<file path="config.mk">
export PLATFORM = sky130hd
export DESIGN_NAME = i2ctospi
export DESIGN_NICKNAME = d
export VERILOG_FILES = /design/src/rtl/i2ctospi.sv
export SDC_FILE = /design/constraint.sdc
export NUM_CORES = 1
export LEC_CHECK = 0
export ABC_AREA = 1
export CAP_MARGIN = 30
export CORE_MARGIN = 2
export CORE_UTILIZATION = 62
export DETAILED_ROUTE_END_ITERATION = 8
export GPL_TIMING_DRIVEN = 0
export PLACE_DENSITY = 0.88
export SLEW_MARGIN = 20
export SYNTH_ARGS = -nofsm -noshare
export SYNTH_HDL_FRONTEND = slang
export SYNTH_SLANG_ARGS = --single-unit
export TNS_END_PERCENT = 5
</file>
<file path="constraint.sdc">
create_clock -name clk -period 4 [get_ports clk]
set_input_delay 0.8 -clock clk [delete_from_list [all_inputs] [get_ports clk]]
set_output_delay 0.8 -clock clk [all_outputs]
set_load 0.01 [all_outputs]
</file>
<file path="src/rtl/i2ctospi.sv">
// I2C write-only slave that forwards each accepted data byte to a mode-0 SPI master.
// Optional overrun counter output is enabled by defining I2CTOSPI_OVERRUN_CNT_EN.
module i2ctospi #(
    parameter logic [6:0] SLAVE_ADDR = 7'h50,
    parameter int         SPI_DIV    = 4
) (
    input  logic       clk,
    input  logic       reset,
    input  logic       i2c_scl,
    input  logic       i2c_sda_in,
    output logic       i2c_sda_oe,
    output logic       spi_sclk,
    output logic       spi_mosi,
    output logic       spi_ss,
    output logic       spi_done,
    output logic       busy
`ifdef I2CTOSPI_OVERRUN_CNT_EN
    ,
    output logic [7:0] overrun_cnt
`endif
);

    localparam int DIV_W = (SPI_DIV > 2) ? $clog2(SPI_DIV) : 1;
    localparam logic [DIV_W-1:0] DIV_LAST = DIV_W'(SPI_DIV - 1);

    typedef enum logic [2:0] {
        IDLE,
        ADDR,
        ADDR_ACK,
        DATA,
        DATA_ACK,
        IGNORE
    } i2cState_t;

    i2cState_t        state_q;
    logic [1:0]       sclSync_q;
    logic [1:0]       sdaSync_q;
    logic             sclPrev_q;
    logic             sdaPrev_q;
    logic [2:0]       bitCnt_q;
    logic [6:0]       rxShift_q;
    logic             sdaOe_q;

    logic [7:0]       spiShift_q;
    logic [DIV_W-1:0] divCnt_q;
    logic [2:0]       spiBit_q;
    logic             sclk_q;
    logic             ss_q;
    logic             done_q;
    logic             busy_q;

    logic             sclS;
    logic             sdaS;
    logic             startDet;
    logic             stopDet;
    logic             sclRise;
    logic             sclFall;
    logic             byteDone;
    logic [7:0]       rxByte_d;
    logic             loadSpi;
    logic             dropByte;

    // Synchronizers reset to the idle bus level so release of reset creates no false edges
    always_ff @(posedge clk) begin
        if (reset) begin
            sclSync_q <= 2'b11;
            sdaSync_q <= 2'b11;
            sclPrev_q <= 1'b1;
            sdaPrev_q <= 1'b1;
        end else begin
            sclSync_q <= {sclSync_q[0], i2c_scl};
            sdaSync_q <= {sdaSync_q[0], i2c_sda_in};
            sclPrev_q <= sclSync_q[1];
            sdaPrev_q <= sdaSync_q[1];
        end
    end

    assign sclS     = sclSync_q[1];
    assign sdaS     = sdaSync_q[1];
    assign startDet = sclS & sclPrev_q & sdaPrev_q & ~sdaS;
    assign stopDet  = sclS & sclPrev_q & ~sdaPrev_q & sdaS;
    assign sclRise  = sclS & ~sclPrev_q;
    assign sclFall  = ~sclS & sclPrev_q;
    assign byteDone = sclRise && (bitCnt_q == 3'd7);
    assign rxByte_d = {rxShift_q, sdaS};
    assign loadSpi  = (state_q == DATA) && byteDone && !busy_q;
    assign dropByte = (state_q == DATA) && byteDone && busy_q;

    always_ff @(posedge clk) begin
        if (reset) begin
            state_q   <= IDLE;
            bitCnt_q  <= 3'd0;
            rxShift_q <= 7'd0;
            sdaOe_q   <= 1'b0;
        end else if (stopDet) begin
            state_q <= IDLE;
            sdaOe_q <= 1'b0;
        end else if (startDet) begin
            state_q  <= ADDR;
            bitCnt_q <= 3'd0;
            sdaOe_q  <= 1'b0;
        end else begin
            case (state_q)
                ADDR, DATA: begin
                    if (sclRise) begin
                        rxShift_q <= rxByte_d[6:0];
                        bitCnt_q  <= bitCnt_q + 3'd1;
                        if (bitCnt_q == 3'd7) begin
                            if (state_q == ADDR) begin
                                state_q <= (rxByte_d[7:1] == SLAVE_ADDR && !rxByte_d[0])
                                           ? ADDR_ACK : IGNORE;
                            end else begin
                                state_q <= busy_q ? IGNORE : DATA_ACK;
                            end
                        end
                    end
                end
                // First SCL fall after the byte drives ACK, the next one releases it
                ADDR_ACK, DATA_ACK: begin
                    if (sclFall) begin
                        if (!sdaOe_q) begin
                            sdaOe_q <= 1'b1;
                        end else begin
                            sdaOe_q  <= 1'b0;
                            state_q  <= DATA;
                            bitCnt_q <= 3'd0;
                        end
                    end
                end
                IGNORE: begin
                    sdaOe_q <= 1'b0;
                end
                default: begin
                    sdaOe_q <= 1'b0;
                end
            endcase
        end
    end

    // SPI shifter runs independently of the I2C FSM so bus START/STOP never aborts it
    always_ff @(posedge clk) begin
        if (reset) begin
            spiShift_q <= 8'd0;
            divCnt_q   <= '0;
            spiBit_q   <= 3'd0;
            sclk_q     <= 1'b0;
            ss_q       <= 1'b1;
            done_q     <= 1'b0;
            busy_q     <= 1'b0;
        end else begin
            done_q <= 1'b0;
            if (loadSpi) begin
                spiShift_q <= rxByte_d;
                divCnt_q   <= '0;
                spiBit_q   <= 3'd0;
                sclk_q     <= 1'b0;
                ss_q       <= 1'b0;
                busy_q     <= 1'b1;
            end else if (busy_q) begin
                if (divCnt_q == DIV_LAST) begin
                    divCnt_q <= '0;
                    if (!sclk_q) begin
                        sclk_q <= 1'b1;
                    end else begin
                        sclk_q <= 1'b0;
                        if (spiBit_q == 3'd7) begin
                            ss_q   <= 1'b1;
                            busy_q <= 1'b0;
                            done_q <= 1'b1;
                        end else begin
                            spiShift_q <= {spiShift_q[6:0], 1'b0};
                            spiBit_q   <= spiBit_q + 3'd1;
                        end
                    end
                end else begin
                    divCnt_q <= divCnt_q + DIV_W'(1);
                end
            end
        end
    end

`ifdef I2CTOSPI_OVERRUN_CNT_EN
    logic [7:0] overrun_q;

    always_ff @(posedge clk) begin
        if (reset) begin
            overrun_q <= 8'd0;
        end else if (dropByte && overrun_q != 8'hFF) begin
            overrun_q <= overrun_q + 8'd1;
        end
    end

    assign overrun_cnt = overrun_q;
`else
    logic unusedDrop;
    assign unusedDrop = dropByte;
`endif

    assign i2c_sda_oe = sdaOe_q;
    assign spi_sclk   = sclk_q;
    assign spi_mosi   = spiShift_q[7];
    assign spi_ss     = ss_q;
    assign spi_done   = done_q;
    assign busy       = busy_q;

endmodule

</file>
* Yosys cells after proc, flatten, opt, wreduce, memory -nomap -nowiden
Index checks and enable logic that the tools add are counted.
** Word-level totals
- Register bits :: 37
- Input bits :: 4
- Output and inout port bits :: 6
** Cells by class
- $add $sub $neg :: 3
- Equality and inequality tests :: 17
- Multiplexer cells :: 35
- Bitwise operators :: 18
- Reduce and logical (&&, ||, !) cells :: 27
** Operators with widths (count)
- 8-bit 2-to-1 mux :: 5
- 3-bit 2-to-1 mux :: 10
- 1-bit 2-to-1 mux :: 16
- 4-bit AND reduction :: 4
- 5-bit AND reduction :: 3
- 3-bit inequality test, second input constant :: 4
- 3-bit case mux with 2 select lines :: 2
- 1-bit NOT :: 11
- 2-bit inequality test, second input constant :: 5
- 2-bit nonzero test :: 5
- 3-bit equality test, second input constant :: 3
- 2-bit OR reduction :: 4
- 1-bit AND :: 7
- 7-bit equality test, second input constant :: 1
- 3-bit by 1-bit adder with 3-bit output, second input constant :: 2
- 3-bit by 2-bit equality test with 1-bit output, second input constant :: 2
- 5-bit OR reduction :: 1
- 1-bit logical AND :: 4
- 2-bit AND reduction :: 2
- 3-bit by 1-bit equality test with 1-bit output, second input constant :: 1
- 3-bit nonzero test :: 1
- 3-bit OR reduction :: 1
- 2-bit by 1-bit adder with 2-bit output, second input constant :: 1
- 2-bit equality test, second input constant :: 1
- 3 further kinds :: 4

* Longest topological paths before layout
Gate-level depths: netlist (run 1).
- Depth after elaboration :: 8
- Gate-level depth with buffers :: 10

* Least setup slack after synthesis (run 1)
Ideal clock, no wire load.
- Path kind :: register to register
- Start point :: reg bitCnt_q[0]
- End point :: reg spiShift_q[5]
- Arrival time :: 1.309 ns
- Data required time :: 3.881 ns
- Path slack :: 2.572 ns
- Cell stages (with the launch flop) :: 9
- Period minus slack after synthesis :: 1.428 ns
- Path through :: dfxtp_1 ha_1 ha_1 nand3_1 nor2_4 buf_6 or2_1 o21ai_1 a21oi_1
** Between the ends
- Longest elaborated chain between the ends :: 6
- Elaborated cells between the ends (all ways) :: 10
** RTL lines
- start, declared :: line 40 : logic [2:0] bitCnt_q;
- start signal, assigned :: line 107 : bitCnt_q <= bitCnt_q + 3'd1;
- 3-bit equality test * :: line 84 : assign byteDone = sclRise && (bitCnt_q == 3'd7);
- 1-bit logical AND * :: line 84
- 1-bit logical AND *
- 1-bit logical AND * :: line 86 : assign loadSpi = (state_q == DATA) && byteDone && !busy_q;
- 2-bit inequality test (no line) or 2-bit nonzero test (tied branches)
- 4-bit AND reduction (no line)
- end signal, assigned :: line 153 : spiShift_q <= rxByte_d;
- end signal, assigned :: line 171 : spiShift_q <= {spiShift_q[6:0], 1'b0};
- end, declared :: line 44 : logic [7:0] spiShift_q;
Every way passes the cells marked *; elsewhere a longest branch is shown, timed or not.
A chain may end at the register's enable or synchronous reset.

* Worst setup path in the final report (run 1)
- Start point :: reg sclk_q, in the netlist spi_sclk
- End point :: out spi_sclk
** RTL lines
- start, declared :: line 47 : logic sclk_q;
- start signal, assigned :: line 146 : sclk_q <= 1'b0;
- start signal, assigned :: line 156 : sclk_q <= 1'b0;
- start signal, assigned :: line 163 : sclk_q <= 1'b1;
- end, declared :: line 12 : output logic spi_sclk,
No word-level cell between the ends.

==> results of run 1 <==
-- kinds of logic (layout without fill, tap and decap cells) --
logic type	after synthesis	count (layout)	share of synthesized area, %
simple gates	106	106	31.5
flops	37	37	44.0
compound gates	44	44	13.8
buf+inv	28	45	6.91
fa+ha+maj	5	5	3.72
-- per-stage QoR --
step | total power [mW] | instances | setup WS (ps)
floorplan | 0.683 | 220 | 2570
global placement | 0.726 | 259 | 2010
detailed placement | 0.738 | 259 | 2000
CTS | 0.922 | 267 | 1800
global route | 0.983 | 267 | 1750
finish | 0.919 | 267 | 1810
-- where the power goes --
part | switching [mW] | internal (mW)
sequential | 0.0228 | 0.393
combinational | 0.199 | 0.116
clock | 0.120 | 0.0669
-- sequential cells by signal (all words and copies together) (netlist names) --
signal and cells:
spi_sclk 1, spiBit_q 3, rxShift_q 7, sdaSync_q 2, spiShift_q 8, sdaPrev_q 1, sclPrev_q 1, i2c_sda_oe 1
state_q 3, sclSync_q 2, bitCnt_q 3, spi_done 1, spi_ss 1, divCnt_q 2, busy 1
-- synthesized netlist by cell type --
| cell | number | area (um2) |
|---|---|---|
| a211oi_1 | 1 | 7.51 |
| a21boi_1 | 1 | 7.51 |
| a21oi_1 | 23 | 115 |
| a31oi_1 | 4 | 25.0 |
| buf_4 | 1 | 7.51 |
| buf_6 | 1 | 11.3 |
| clkbuf_1 | 1 | 3.75 |
| dfxtp_1 | 37 | 741 |
| ha_1 | 5 | 62.6 |
| inv_1 | 21 | 78.8 |
| inv_2 | 4 | 15.0 |
| nand2_1 | 49 | 184 |
| nand2_2 | 4 | 25.0 |
| nand2_4 | 2 | 22.5 |
| nand3_1 | 6 | 30.0 |
| nand3_2 | 2 | 20.0 |
| nand3b_1 | 1 | 7.51 |
| nor2_1 | 21 | 78.8 |
| nor2_2 | 4 | 25.0 |
| nor2_4 | 6 | 67.6 |
| nor3_1 | 4 | 20.0 |
| nor3b_2 | 1 | 12.5 |
| o211ai_1 | 1 | 7.51 |
| o21ai_0 | 11 | 55.1 |
| o21ai_1 | 3 | 15.0 |
| or2_0 | 1 | 6.26 |
| or2_1 | 1 | 6.26 |
| or2_2 | 4 | 25.0 |
-- cell type report --
type	instances	area, um2	share of cell area, %
buffer	3	22.5	1.21
clock inverter	2	10.0	0.538
timing repair buffer	9	90.1	4.84
inverter	25	93.8	5.04
clock buffer	6	41.3	2.22
sequential	37	741	39.8
multi-input combinational	155	826	44.4
tap	30	37.5	2.02
-- worst paths after layout --
path | startpoint | end | slack [ps] | cells after the start
setup / recovery | spi_sclk$_SDFFE_PP0N_ | spi_sclk | 1810 | 1
hold / removal | sclSync_q[0]$_SDFF_PP1_ | sclSync_q[1]$_SDFF_PP1_ | 420 | 1
setup reg to reg | bitCnt_q[0]$_SDFFE_PP0P_ | spiShift_q[6]$_SDFFE_PP0P_ | 2390 | 8
hold reg to reg | sclSync_q[0]$_SDFF_PP1_ | sclSync_q[1]$_SDFF_PP1_ | 420 | 1
-- cells in the final DEF (no fill, tap or decap) --
cell / count
nand3_2: 2
a211oi_1: 1
nor3b_2: 1
nor2_4: 6
inv_1: 21
or2_0: 1
o211ai_1: 1
clkbuf_4: 5
nand2_4: 2
nor2_2: 4
or2_2: 4
nor3_1: 4
nand2_1: 49
inv_2: 4
nand2_2: 4
o21ai_0: 11
clkdlybuf4s50_1: 9
a31oi_1: 4
buf_4: 1
a21oi_1: 23
nor2_1: 21
nand3b_1: 1
or2_1: 1
clkinv_2: 2
clkbuf_1: 2
a21boi_1: 1
ha_1: 5
o21ai_1: 3
dfxtp_1: 37
buf_6: 1
nand3_1: 6
-- routing by layer --
layer  wire (um)  GRT usage, %
met5           0             0
met2        1420          36.6
met1        1440          27.3
met3         109          7.67
met4          66          8.84
==> impl_metrics.yaml, run 1 <==
status:
  status: "completed"
detailed_routing:
  finalWirelength_um: 3040
  wire_per_inst_um: 11.4
  vias_per_cell: 5.24
  drc: 0
  dr.pass1.iters: 4
  antenna_left: 0
  drtIter0Drc: 60
  vias: 1400
placed_design:
  io_buffers: 9
  place_congestion: 0.876
  hpwlAfterDp_um: 2310
  placed_cell_area_mm2: 0.00181
power:
  ir_drop_mv: 0.415
  power_leakage_nw: 0.796
  p_per_area_mw_per_mm2: 493
setup_path:
  critPathLaunchType: "register"
  arrival_ps: 1390
  cp_num_buf_inv: 1
  cp_slowest_stage_delay_ps: 590
  cp_top_family: "buffers and inverters"
  required_ps: 3200
  path_cells: "clkdlybuf4s50_1"
  critPathKind: "register to output pin"
  endpoint_kind: "output pin"
  path_max_fanout: 6
  slowest_stage: "clkdlybuf4s50_1"
floorplan:
  initial_core_util_pct: 66.7
  dieHeight_um: 56.1
  coreArea_mm2: 0.00252
  die_x_um: 56.1
  num_io_pins: 10
  fp.dieArea_mm2: 0.00315
  rows: 18
timing:
  max_freq_mhz: 457
  finClkSkew_ps: 9.57
  finalCritPeriodShare_pct: 54.7
  tns_ps: 0
  final-setup-viol-count: 0
  maxSlewViolCount: 0
  period_needed_ps: 2190
  finalHoldViolCount: 0
  max-slew-margin-rel_pct: 71.7
  rsz0062_at_grt: "no"
  whs_ps: 420
  tightestPinTransition_ps: 425
clock_network:
  htree_levels: 2
  tritoncts: "yes"
  path_clk_slew_ps: 100
  cts_hold_buf: 0
  postCtsSetupBuffers: 0
  cts_resized: 0
  cts_root_buffer: "clkbuf_4"
  insertion_delay_ps: 350
  cts_inserted_buffers: 5
  clock-sinks: 37
  cts_buffer_depth: 2
synth:
  synthesis.area_mm2: 0.00168
  syn_nets: 229
  avgSynthCellArea_um2: 7.65
  synth_cells: 220
  ys_ff_latch: 37
  yosys_warnings: 0
  seq_area_frac_synth_pct: 44.0
  synth.distinct_cells: 28
final_layout:
  nets: 245
  drive_gt1_share_pct: 15.2
  final_cell_area_mm2: 0.00186
  final_core_util_pct: 73.8
  antenna_cells: 0
  syn_to_final_growth_pct: 10.6
  n_fill_cell: 198
grt:
  grt_pass1_vias: 1302
  grt_usage_pct: 22.5
  antenna_found_initial: 0
  overflow: 0
  grt_pass1_wl_um: 5520
  grt_start_max_net_pins: 12
min_path:
  hold_class: "register to register"
run:
  cap_violations: 0
No activity file was read; power rests on OpenSTA's default activity.
==> run 2: changes to the inputs <==
--- a/config.mk
+++ b/config.mk
@@ -8,10 +8,10 @@
 export ABC_AREA = 1
 export CAP_MARGIN = 30
 export CORE_MARGIN = 2
-export CORE_UTILIZATION = 62
+export CORE_UTILIZATION = 52
 export DETAILED_ROUTE_END_ITERATION = 8
 export GPL_TIMING_DRIVEN = 0
-export PLACE_DENSITY = 0.88
+export PLACE_DENSITY = 0.79
 export SLEW_MARGIN = 20
 export SYNTH_ARGS = -nofsm -noshare
 export SYNTH_HDL_FRONTEND = slang
==> constraint.sdc (replaced) <==
create_clock -name clk -period 2 [get_ports clk]
set_input_delay 0.4 -clock clk [delete_from_list [all_inputs] [get_ports clk]]
set_output_delay 0.4 -clock clk [all_outputs]
set_load 0.01 [all_outputs]
==> impl_metrics.yaml, run 2 (same netlist as run 1, synthesis figures left out) <==
status:
  status: "completed"
final_layout:
  final_cell_mix: "49 x nand2_1, 37 x dfxtp_1, 23 x a21oi_1"
  largest_reg_flops: 8
  syn_to_final_growth_pct: 13.0
  fin_cells: 281
  final_core_util_pct: 61.8
  final_common_cell: "nand2_1"
  reg.largest.list: "spiShift_q (8), rxShift_q (7)"
  nets: 245
  drive_gt1_share_pct: 15.6
  regMostFlops: "spiShift_q"
  antenna_cells: 0
placed_design:
  io_buffers: 9
  hpwlAfterDp_um: 2260
  dp.cells: 273
  place_congestion: 0.809
min_path:
  hold_class: "register to register"
  hold_depth: 1
  whs_endpoint: "sclSync_q[1]$_SDFF_PP1_"
  hp-start: "sclSync_q[0]$_SDFF_PP1_"
setup_path:
  arrival_ps: 1380
  path_cells: "clkdlybuf4s50_1"
  endpoint_kind: "output pin"
  r2r_setup_slack_ps: 400
  cp_slowest_stage_delay_ps: 580
  critPathLaunch: "busy$_SDFF_PP0_"
  r2r_start: "divCnt_q[0]$_SDFFE_PP0P_"
  slowest_stage: "clkdlybuf4s50_1"
  critPathLaunchType: "register"
  rr_worst_depth: 9
  path_max_fanout: 6
  required_ps: 1600
  cp_top_family: "buffers and inverters"
  cp_num_buf_inv: 1
  critPathKind: "register to output pin"
  rr_endpoint: "spiShift_q[6]$_SDFFE_PP0P_"
floorplan:
  num_io_pins: 10
  dieHeight_um: 60.9
  initial_core_util_pct: 54.7
  fp.dieArea_mm2: 0.00371
  rows: 20
  die_x_um: 60.9
  coreArea_mm2: 0.00308
power:
  ir_drop_mv: 0.564
  finalPower_mw: 1.93
  p_per_area_mw_per_mm2: 1010
  power_leakage_nw: 0.806
grt:
  grt_pass1_wl_um: 5260
  grt_pass1_vias: 1205
  antenna_found_initial: 0
  grt_start_max_net_pins: 13
  grt_usage_pct: 19.4
  overflow: 0
timing:
  finClkSkew_ps: 4.78
  final-setup-viol-count: 0
  rsz0062_at_grt: "no"
  tns_ps: 0
  max-slew-margin-rel_pct: 69.8
  finalHoldViolCount: 0
  finalCritPeriodShare_pct: 88.8
  max_freq_mhz: 563
  maxSlewViolCount: 0
  tightestPinTransition_ps: 454
  period_needed_ps: 1780
detailed_routing:
  vias_per_cell: 4.98
  antenna_left: 0
  drtIter0Drc: 82
  dr.pass1.iters: 4
  vias: 1400
  drc: 0
  wire_per_inst_um: 10.8
  finalWirelength_um: 3040
clock_network:
  path_clk_slew_ps: 110
  tritoncts: "yes"
  cts_root_buffer: "clkbuf_4"
  cts_resized: 0
  clock-sinks: 37
  cts_hold_buf: 0
  postCtsSetupBuffers: 0
  insertion_delay_ps: 350
  cts_buffer_depth: 2
  cts_inserted_buffers: 5
  htree_levels: 2
run:
  cap_violations: 0
## run 2: how the worst max path moves through the flow
stage                                       to  slack (ps)  cells after the start
global placement       sdaSync_q[0]$_SDFF_PP1_         360                      3
detailed placement     state_q[2]$_SDFFE_PP0P_         340                      5
global route                              busy         150                      1
floorplan           spiShift_q[5]$_SDFFE_PP0P_         570                      8
finish                                    busy         220                      1
CTS                                       busy         220                      1
## run 2: metal layers
layer	vias up	global-route usage [%]	routed length, um	share of wire (%)
li1	736	-	-	-
met1	622	25.1	1480	48
met2	36	30.6	1360	45
met3	6	6.40	153	5.0
met4	0	6.52	53	1.7
met5	-	0	0	0
## run 2: layout make-up
type,instances,area (um2)
buffer,3,22.5
clock buffer,7,65.1
clock inverter,1,8.76
fill,286,1180
inverter,25,93.8
multi-input combinational,155,826
sequential,37,741
tap,44,55.1
timing repair buffer,9,90.1
## run 2: per-stage QoR
stage / cell area (um2) / worst slack [ps] / hold slack [ps]
3_5_place_dp: 1830 / 345 / 392
3_3_place_gp: 1830 / 355 / 392
4_1_cts: 1900 / 222 / 419
6_report: 1900 / 224 / 418
5_1_grt: 1900 / 150 / 437
2_1_floorplan: 1680 / 572 / 389
## run 2: power by group
part	internal (mW)	total (mW)	switching (mW)	leakage, nW
clock	0.210	0.469	0.259	0.0419
sequential	0.787	0.832	0.0451	0.300
combinational	0.232	0.625	0.393	0.464
total	1.23	1.93	0.697	0.806
==> run 3: changes to the inputs <==
--- a/config.mk
+++ b/config.mk
@@ -8,10 +8,10 @@
 export ABC_AREA = 1
 export CAP_MARGIN = 30
 export CORE_MARGIN = 2
-export CORE_UTILIZATION = 52
+export CORE_UTILIZATION = 35
 export DETAILED_ROUTE_END_ITERATION = 8
 export GPL_TIMING_DRIVEN = 0
-export PLACE_DENSITY = 0.79
+export PLACE_DENSITY = 0.58
 export SLEW_MARGIN = 20
 export SYNTH_ARGS = -nofsm -noshare
 export SYNTH_HDL_FRONTEND = slang
==> impl_metrics.yaml, run 3 (same netlist as run 1, synthesis figures left out) <==
status:
  status: "completed"
clock_network:
  cts_inserted_buffers: 5
  htree_levels: 2
  path_clk_slew_ps: 70
  clock-sinks: 37
  tritoncts: "yes"
  postCtsSetupBuffers: 0
  cts_resized: 0
  cts_root_buffer: "clkbuf_8"
  cts_buffer_depth: 2
  insertion_delay_ps: 290
  cts_hold_buf: 0
setup_path:
  path_max_fanout: 6
  cp_num_buf_inv: 1
  arrival_ps: 1290
  path_cells: "clkdlybuf4s50_1"
  required_ps: 1600
  critPathLaunchType: "register"
  slowest_stage: "clkdlybuf4s50_1"
  cp_slowest_stage_delay_ps: 570
  critPathKind: "register to output pin"
  endpoint_kind: "output pin"
  cp_top_family: "buffers and inverters"
grt:
  grt_pass1_wl_um: 5310
  antenna_found_initial: 0
  grt_usage_pct: 12.8
  grt_pass1_vias: 1164
  overflow: 0
  grt_start_max_net_pins: 12
timing:
  maxSlewViolCount: 0
  finalCritPeriodShare_pct: 84.3
  period_needed_ps: 1690
  final-setup-viol-count: 0
  max_freq_mhz: 593
  max-slew-margin-rel_pct: 68.5
  tns_ps: 0
  rsz0062_at_grt: "no"
  finalHoldViolCount: 0
  finClkSkew_ps: 4.99
  tightestPinTransition_ps: 472
final_layout:
  nets: 245
  largest_reg_flops: 8
  antenna_cells: 0
  final_cell_mix: "49 x nand2_1, 37 x dfxtp_1, 23 x a21oi_1"
  syn_to_final_growth_pct: 16.3
  drive_gt1_share_pct: 15.2
  n_fill_cell: 486
  reg.largest.list: "spiShift_q (8), rxShift_q (7)"
  regMostFlops: "spiShift_q"
  final_common_cell: "nand2_1"
min_path:
  hold_class: "register to register"
detailed_routing:
  antenna_left: 0
  vias: 1341
  dr.pass1.iters: 4
  finalWirelength_um: 3050
  drc: 0
  wire_per_inst_um: 10.5
  vias_per_cell: 4.61
  drtIter0Drc: 29
power:
  clkPwrFrac_pct: 31.5
  switching_share_pct: 32.5
  p_per_area_mw_per_mm2: 1080
  seq_power_share_pct: 39.4
  power_frac_comb_pct: 29.1
  p_switching_mw: 0.685
  p_int_mw: 1.43
  finalPower_mw: 2.11
  ir_drop_mv: 0.335
  power_leakage_nw: 0.823
floorplan:
  fp.dieArea_mm2: 0.00538
  coreArea_mm2: 0.00469
  initial_core_util_pct: 35.9
  rows: 25
  num_io_pins: 10
  die_x_um: 73.3
  dieHeight_um: 73.3
placed_design:
  hpwlAfterDp_um: 2280
  io_buffers: 9
  place_congestion: 0.816
run:
  cap_violations: 0
## run 3: cell count changes in the layout (fill, tap and decap cells not counted)
| cell | previous run | this run |
|---|---|---|
| clkbuf_8 | 2 | 6 |
| clkbuf_1 | 1 | 2 |
| inv_6 | 1 | 0 |
| clkbuf_4 | 5 | 0 |
| bufinv_16 | 0 | 1 |
## run 3: power groups by stage
stage	sequential, mW	combinational (mW)	clock, mW
after floorplan	0.839	0.527	0
after global placement	0.849	0.614	0
after detailed placement	0.849	0.617	0
after CTS	0.831	0.620	0.686
after global routing	0.838	0.704	0.728
final	0.831	0.615	0.665
## run 3: layer usage
metal | vias up | global-route usage [%] | wire length, um
li1 | 738 | - | -
met1 | 586 | 17.5 | 1620
met2 | 12 | 18.6 | 1290
met3 | 5 | 4.53 | 89
met4 | 0 | 4.85 | 51
met5 | - | 0 | 0
## run 3: metrics by stage
| stage | area, um2 | std cells | hold slack [ps] | utilization, % | worst slack (ps) |
|---|---|---|---|---|---|
| final | 1960 | 291 | 409 | 41.7 | 314 |
| after global routing | 1960 | 291 | 427 | 41.7 | 237 |
| after CTS | 1960 | 291 | 411 | 41.7 | 287 |
| after detailed placement | 1840 | 283 | 393 | 39.2 | 301 |
| after global placement | 1840 | 283 | 391 | 39.2 | 318 |
| after floorplan | 1680 | 220 | 389 | - | 572 |
## run 3: worst paths after layout
| path | cells past startpoint | slack, ps | from | to |
|---|---|---|---|---|
| worst max-delay path | 1 | 310 | busy$_SDFF_PP0_ | busy |
| worst min-delay path | 1 | 410 | sdaSync_q[0]$_SDFF_PP1_ | sdaSync_q[1]$_SDFF_PP1_ |
| worst max register to register | 8 | 390 | bitCnt_q[0]$_SDFFE_PP0P_ | spiShift_q[6]$_SDFFE_PP0P_ |
| worst min register to register | 1 | 410 | sdaSync_q[0]$_SDFF_PP1_ | sdaSync_q[1]$_SDFF_PP1_ |
## run 3: layout make-up
type	count	area [um2]	area share (%)
Sequential cell	37	741	37.9
Inverter	25	93.8	4.80
Timing Repair Buffer	9	90.1	4.60
Buffer	3	22.5	1.15
Clock buffer	7	86.3	4.41
Clock inverter	1	30.0	1.53
Tap cell	54	67.6	3.45
Multi-Input combinational cell	155	826	42.2
==> RTL edit 1: new RTL, flow settings as in run 2 <==
Change the parameter `SPI_DIV` from 4 to 8.
--- a/src/rtl/i2ctospi.sv
+++ b/src/rtl/i2ctospi.sv
@@ -4,3 +4,3 @@
     parameter logic [6:0] SLAVE_ADDR = 7'h50,
-    parameter int         SPI_DIV    = 4
+    parameter int         SPI_DIV    = 8
 ) (
Function: same outputs for any inputs over 10 cycles, from zero or initial values and one cycle with reset high; that may be too few to reach the edited logic, so the function may still have changed.
==> RTL edit 1 against run 2 <==
  * Design area is 6.1% higher
  * Worst hold slack better by 0.0036 ns
  * Setup slack worse by 0.0094 ns
  * Combinational power is 8.8% higher
  * Largest power group unchanged
  * Largest cell class unchanged
  * Die area is 7.6% higher
  * Total power is 0.39% lower
  * Area after synthesis is 8.2% higher
  * Routed wire length is 3.2% higher
  * Sequential power is 4.2% higher
  * Sequential cell count is 1 higher
  * Core utilization is 1.3 points lower
  * Global-route usage is 0.54 points lower
==> RTL edit 1: results (changes against run 2) <==
Outcome: finished clean
Post-synth top cells: 51 x nand2_1, 38 x dfxtp_1, 24 x nor2_1
DR vias: 1,473 (+5.2%)
Final GP Congestion: 0.799 (-1.3%)
Clock Path Buffers: 2 (unchanged)
Layout cell share with drive strength beyond 1: 0.197 (+0.0407)
IR drop worst, VDD: 542 uV (-4.0%)
H-tree Lvls: 2 (unchanged)
RR Endpoint: spiShift_q[1]
Iter 0 DRT Violations: 53 (-35%)
Worst slew pin tran: 0.516 ns (+0.0620 ns)
Seq/Total Area, Yosys: 0.418 (-0.0223)
Clk Latency, worst-skew pair: 0.34 ns
Largest net degree at the start of global routing: 12 (-1)
Placed Instances: 288 (+5.5%)
DR WL/cell: 10.6 um (-1.7%)
RR Startpoint: divCnt_q[0]
CP max FO: 7 (+1)
Top cells by area, synth: dfxtp_1 42%, nand2_1 11%, nor2_1 4.9%
Min-delay src: sclSync_q[0]
DPL Wire Length: 2370 um (+5.1%)
Reg2Reg Depth: 11 (+2)
Max Clock Skew: 0.00891 ns (+0.00414 ns)
Nets: 259 (+5.7%)
Global-route wire length before repair: 6010 um (+14%)
Leakage power: 0.869 nW (+7.8%)
Post-Place Cell Area: 1970 sq um (+7.7%)
Post-Layout Cell Count: 295 (+5.0%)
Max Clock Freq: 560 MHz (-0.53%)
Reg2reg setup slack: 0.31 ns (-0.09 ns)
Post-synthesis cell type count: 29 (+3.6%)
GRT Overall Usage: 0.189 (-0.00538)
Vias in the first global route: 1,431 (+19%)
Synth Instances: 233 (+5.9%)
Synthesized net count: 243 (+6.1%)
RTL edit 1: worst max path at each step:
stage / start / endpoint / cells past startpoint
floorplan: divCnt_q[0] / spiShift_q[1] / 11
global placement: divCnt_q[0] / spiShift_q[1] / 11
detailed placement: divCnt_q[0] / spiShift_q[1] / 11
CTS: busy / busy / 1
global route: busy / busy / 1
finish: busy / busy / 1
RTL edit 1: cells by family after synthesis:
kind of cell / after synthesis / share of synthesized area
buffers and inverters: 33 / 0.0735
and+or+nand+nor: 113 / 0.333
adders and majority gates: 6 / 0.0412
DFF: 38 / 0.418
AOI/OAI and AO/OA: 43 / 0.135
RTL edit 1: metal layers:
layer	up-vias	track usage	share of wire
met4	0	0.0652	0.0061
li1	773	-	-
met1	674	0.239	0.48
met2	24	0.309	0.47
met5	-	0	0
met3	2	0.0536	0.039
RTL edit 1: area by class of cell:
type,instances,area (sq um)
Clock inverter,1,7.51
Tap cell,46,57.6
Fill cell,312,1320
Clock buffer,6,41.3
Multi-Input combinational cell,162,926
Inverter,29,109
Sequential cell,38,761
Buffer,4,25.0
Timing Repair Buffer,9,90.1
RTL edit 1: power breakdown:
group          internal [mW]  switching [mW]  leakage (nW)  total (mW)
logic                  0.246           0.434         0.537       0.680
registers              0.807          0.0606         0.308       0.867
clock network          0.131           0.240        0.0243       0.371
RTL edit 1: metrics by stage:
| stage | power (mW) | hold WS, ns |
|---|---|---|
| floorplan | 1.45 | 0.389 |
| global placement | 1.54 | 0.391 |
| detailed placement | 1.57 | 0.398 |
| CTS | 1.94 | 0.426 |
| global route | 2.09 | 0.454 |
| finish | 1.92 | 0.422 |
==> RTL edit 2: new RTL, config.mk and constraints of run 2 <==
Made on the original files. Encoding of `i2cState_t`: now one-hot (6 bits for 6 states).
--- a/src/rtl/i2ctospi.sv
+++ b/src/rtl/i2ctospi.sv
@@ -25,9 +25,9 @@
 
-    typedef enum logic [2:0] {
-        IDLE,
-        ADDR,
-        ADDR_ACK,
-        DATA,
-        DATA_ACK,
-        IGNORE
+    typedef enum logic [5:0] {
+        IDLE     = 6'b000001,
+        ADDR     = 6'b000010,
+        ADDR_ACK = 6'b000100,
+        DATA     = 6'b001000,
+        DATA_ACK = 6'b010000,
+        IGNORE   = 6'b100000
     } i2cState_t;
Formal check against the unedited RTL: same outputs for any inputs over 10 cycles, from zero or initial values and one cycle with reset high; not proved beyond that.
==> RTL edit 2 against run 2 <==
  * Design area increased by 4.1%
  * Via count increased by 3.5%
  * Routed wire length increased by 6.6%
  * Non-clock buffer count increased by 2
  * Die area increased by 6.3%
  * Sequential cell count increased by 3
  * Synthesized cell count increased by 5.0%
  * Area after synthesis increased by 6.8%
  * Setup slack got worse by 0.030 ns
  * Clock skew increased by 0.0031 ns
  * Global-route usage decreased by 0.30 points
  * Critical path type unchanged
Power is not compared: it rests on default switching activity, and its combinational part moved more than twofold at a synthesized area within 25%.
==> RTL edit 2: results (changes against run 2) <==
Reg2reg setup slack: 0.37 ns (-0.03 ns)
Global-route wire length before repair: 5960 um (+13%)
Layout cell share with drive strength beyond 1: 0.142 (-0.0138)
Vias in the first global route: 1,422 (+18%)
Via-to-Cell Ratio: 4.96 (-0.40%)
Post-Place Cell Area: 1930 sq um (+5.8%)
Final wirelength: 3240 um (+6.6%)
Worst EP arrival: 1.41 ns (+0.03 ns)
CP max FO: 8 (+2)
Final GP Congestion: 0.783 (-3.2%)
Synthesized net count: 240 (+4.8%)
Post-synth top cells: 43 x nand2_1, 40 x dfxtp_1, 29 x nor2_1
Placed Instances: 285 (+4.4%)
Seq/Total Area, Yosys: 0.446 (+0.00553)
GRT Overall Usage: 0.191 (-0.00299)
Synth Instances: 231 (+5.0%)
Slew margin rel.: 0.701 (+0.00327)
Top cells by area, synth: dfxtp_1 45%, nand2_1 9.0%, a21oi_1 6.4%
DR WL/cell: 11.1 um (+2.6%)
Iter 0 DRT Violations: 57 (-30%)
Post-Place Setup Slack: 0.363 ns (+0.0181 ns)
Top flop regs: spiShift_q: 8 flops, rxShift_q: 7 flops, state_q: 6 flops
Post-synthesis cell type count: 32 (+14%)
Max Clock Freq: 554 MHz (-1.6%)
Min-delay src: sdaSync_q[0]
Reg2Reg Depth: 8 (-1)
Outcome: finished clean
==> RTL edit 2: cell types whose count changed after synthesis, sizes merged, moves of 2 or more <==
cell / before / now
nand4: 0 / 2
nand3: 8 / 11
dfxtp: 37 / 40
or2: 6 / 4
nand2: 55 / 48
buf: 2 / 4
inv: 25 / 28
nor3: 4 / 7
a21oi: 23 / 26
a31oi: 4 / 2
o21ai: 14 / 16
==> RTL edit 2: kinds of logic (layout without fill, tap and decap cells) <==
group,after synthesis,in the layout,synth area share
and+or+nand+nor,105,105,0.286
DFF,40,40,0.446
adders and majority gates,5,5,0.0348
AOI/OAI and AO/OA,46,46,0.142
xor gates and xnor gates,1,1,0.00488
buffers and inverters,34,49,0.0870
==> RTL edit 2: worst min-delay path by stage <==
stage	slack, ns	cells past startpoint	end
after detailed placement	0.41	1	sdaSync_q[1]
after CTS	0.44	1	sdaSync_q[1]
final	0.43	1	sdaSync_q[1]
after global routing	0.46	1	sdaSync_q[1]
after global placement	0.39	1	sdaSync_q[1]
after floorplan	0.39	1	sclSync_q[1]
==> RTL edit 2: power by group <==
group / switching, mW / internal (mW)
clock: 0.252 / 0.130
sequential: 0.00749 / 0.806
combinational: 0.0353 / 0.0215
==> RTL edit 2: cell type report <==
cell class,count,area (sq um)
clock buffer,6,41.3
multi-input combinational,157,840
inverter,28,110
sequential,40,801
tap,46,57.6
timing repair buffer,8,80.1
buffer,6,46.3
clock inverter,1,5.00
fill,322,1360
==> RTL edit 2: metal layers <==
layer | vias up | wire [um] | track usage | part of all wire
li1 | 778 | - | - | -
met4 | 0 | 42 | 0.0750 | 0.013
met3 | 4 | 102 | 0.0541 | 0.031
met1 | 649 | 1600 | 0.226 | 0.49
met5 | - | 0 | 0 | 0
met2 | 18 | 1500 | 0.327 | 0.46
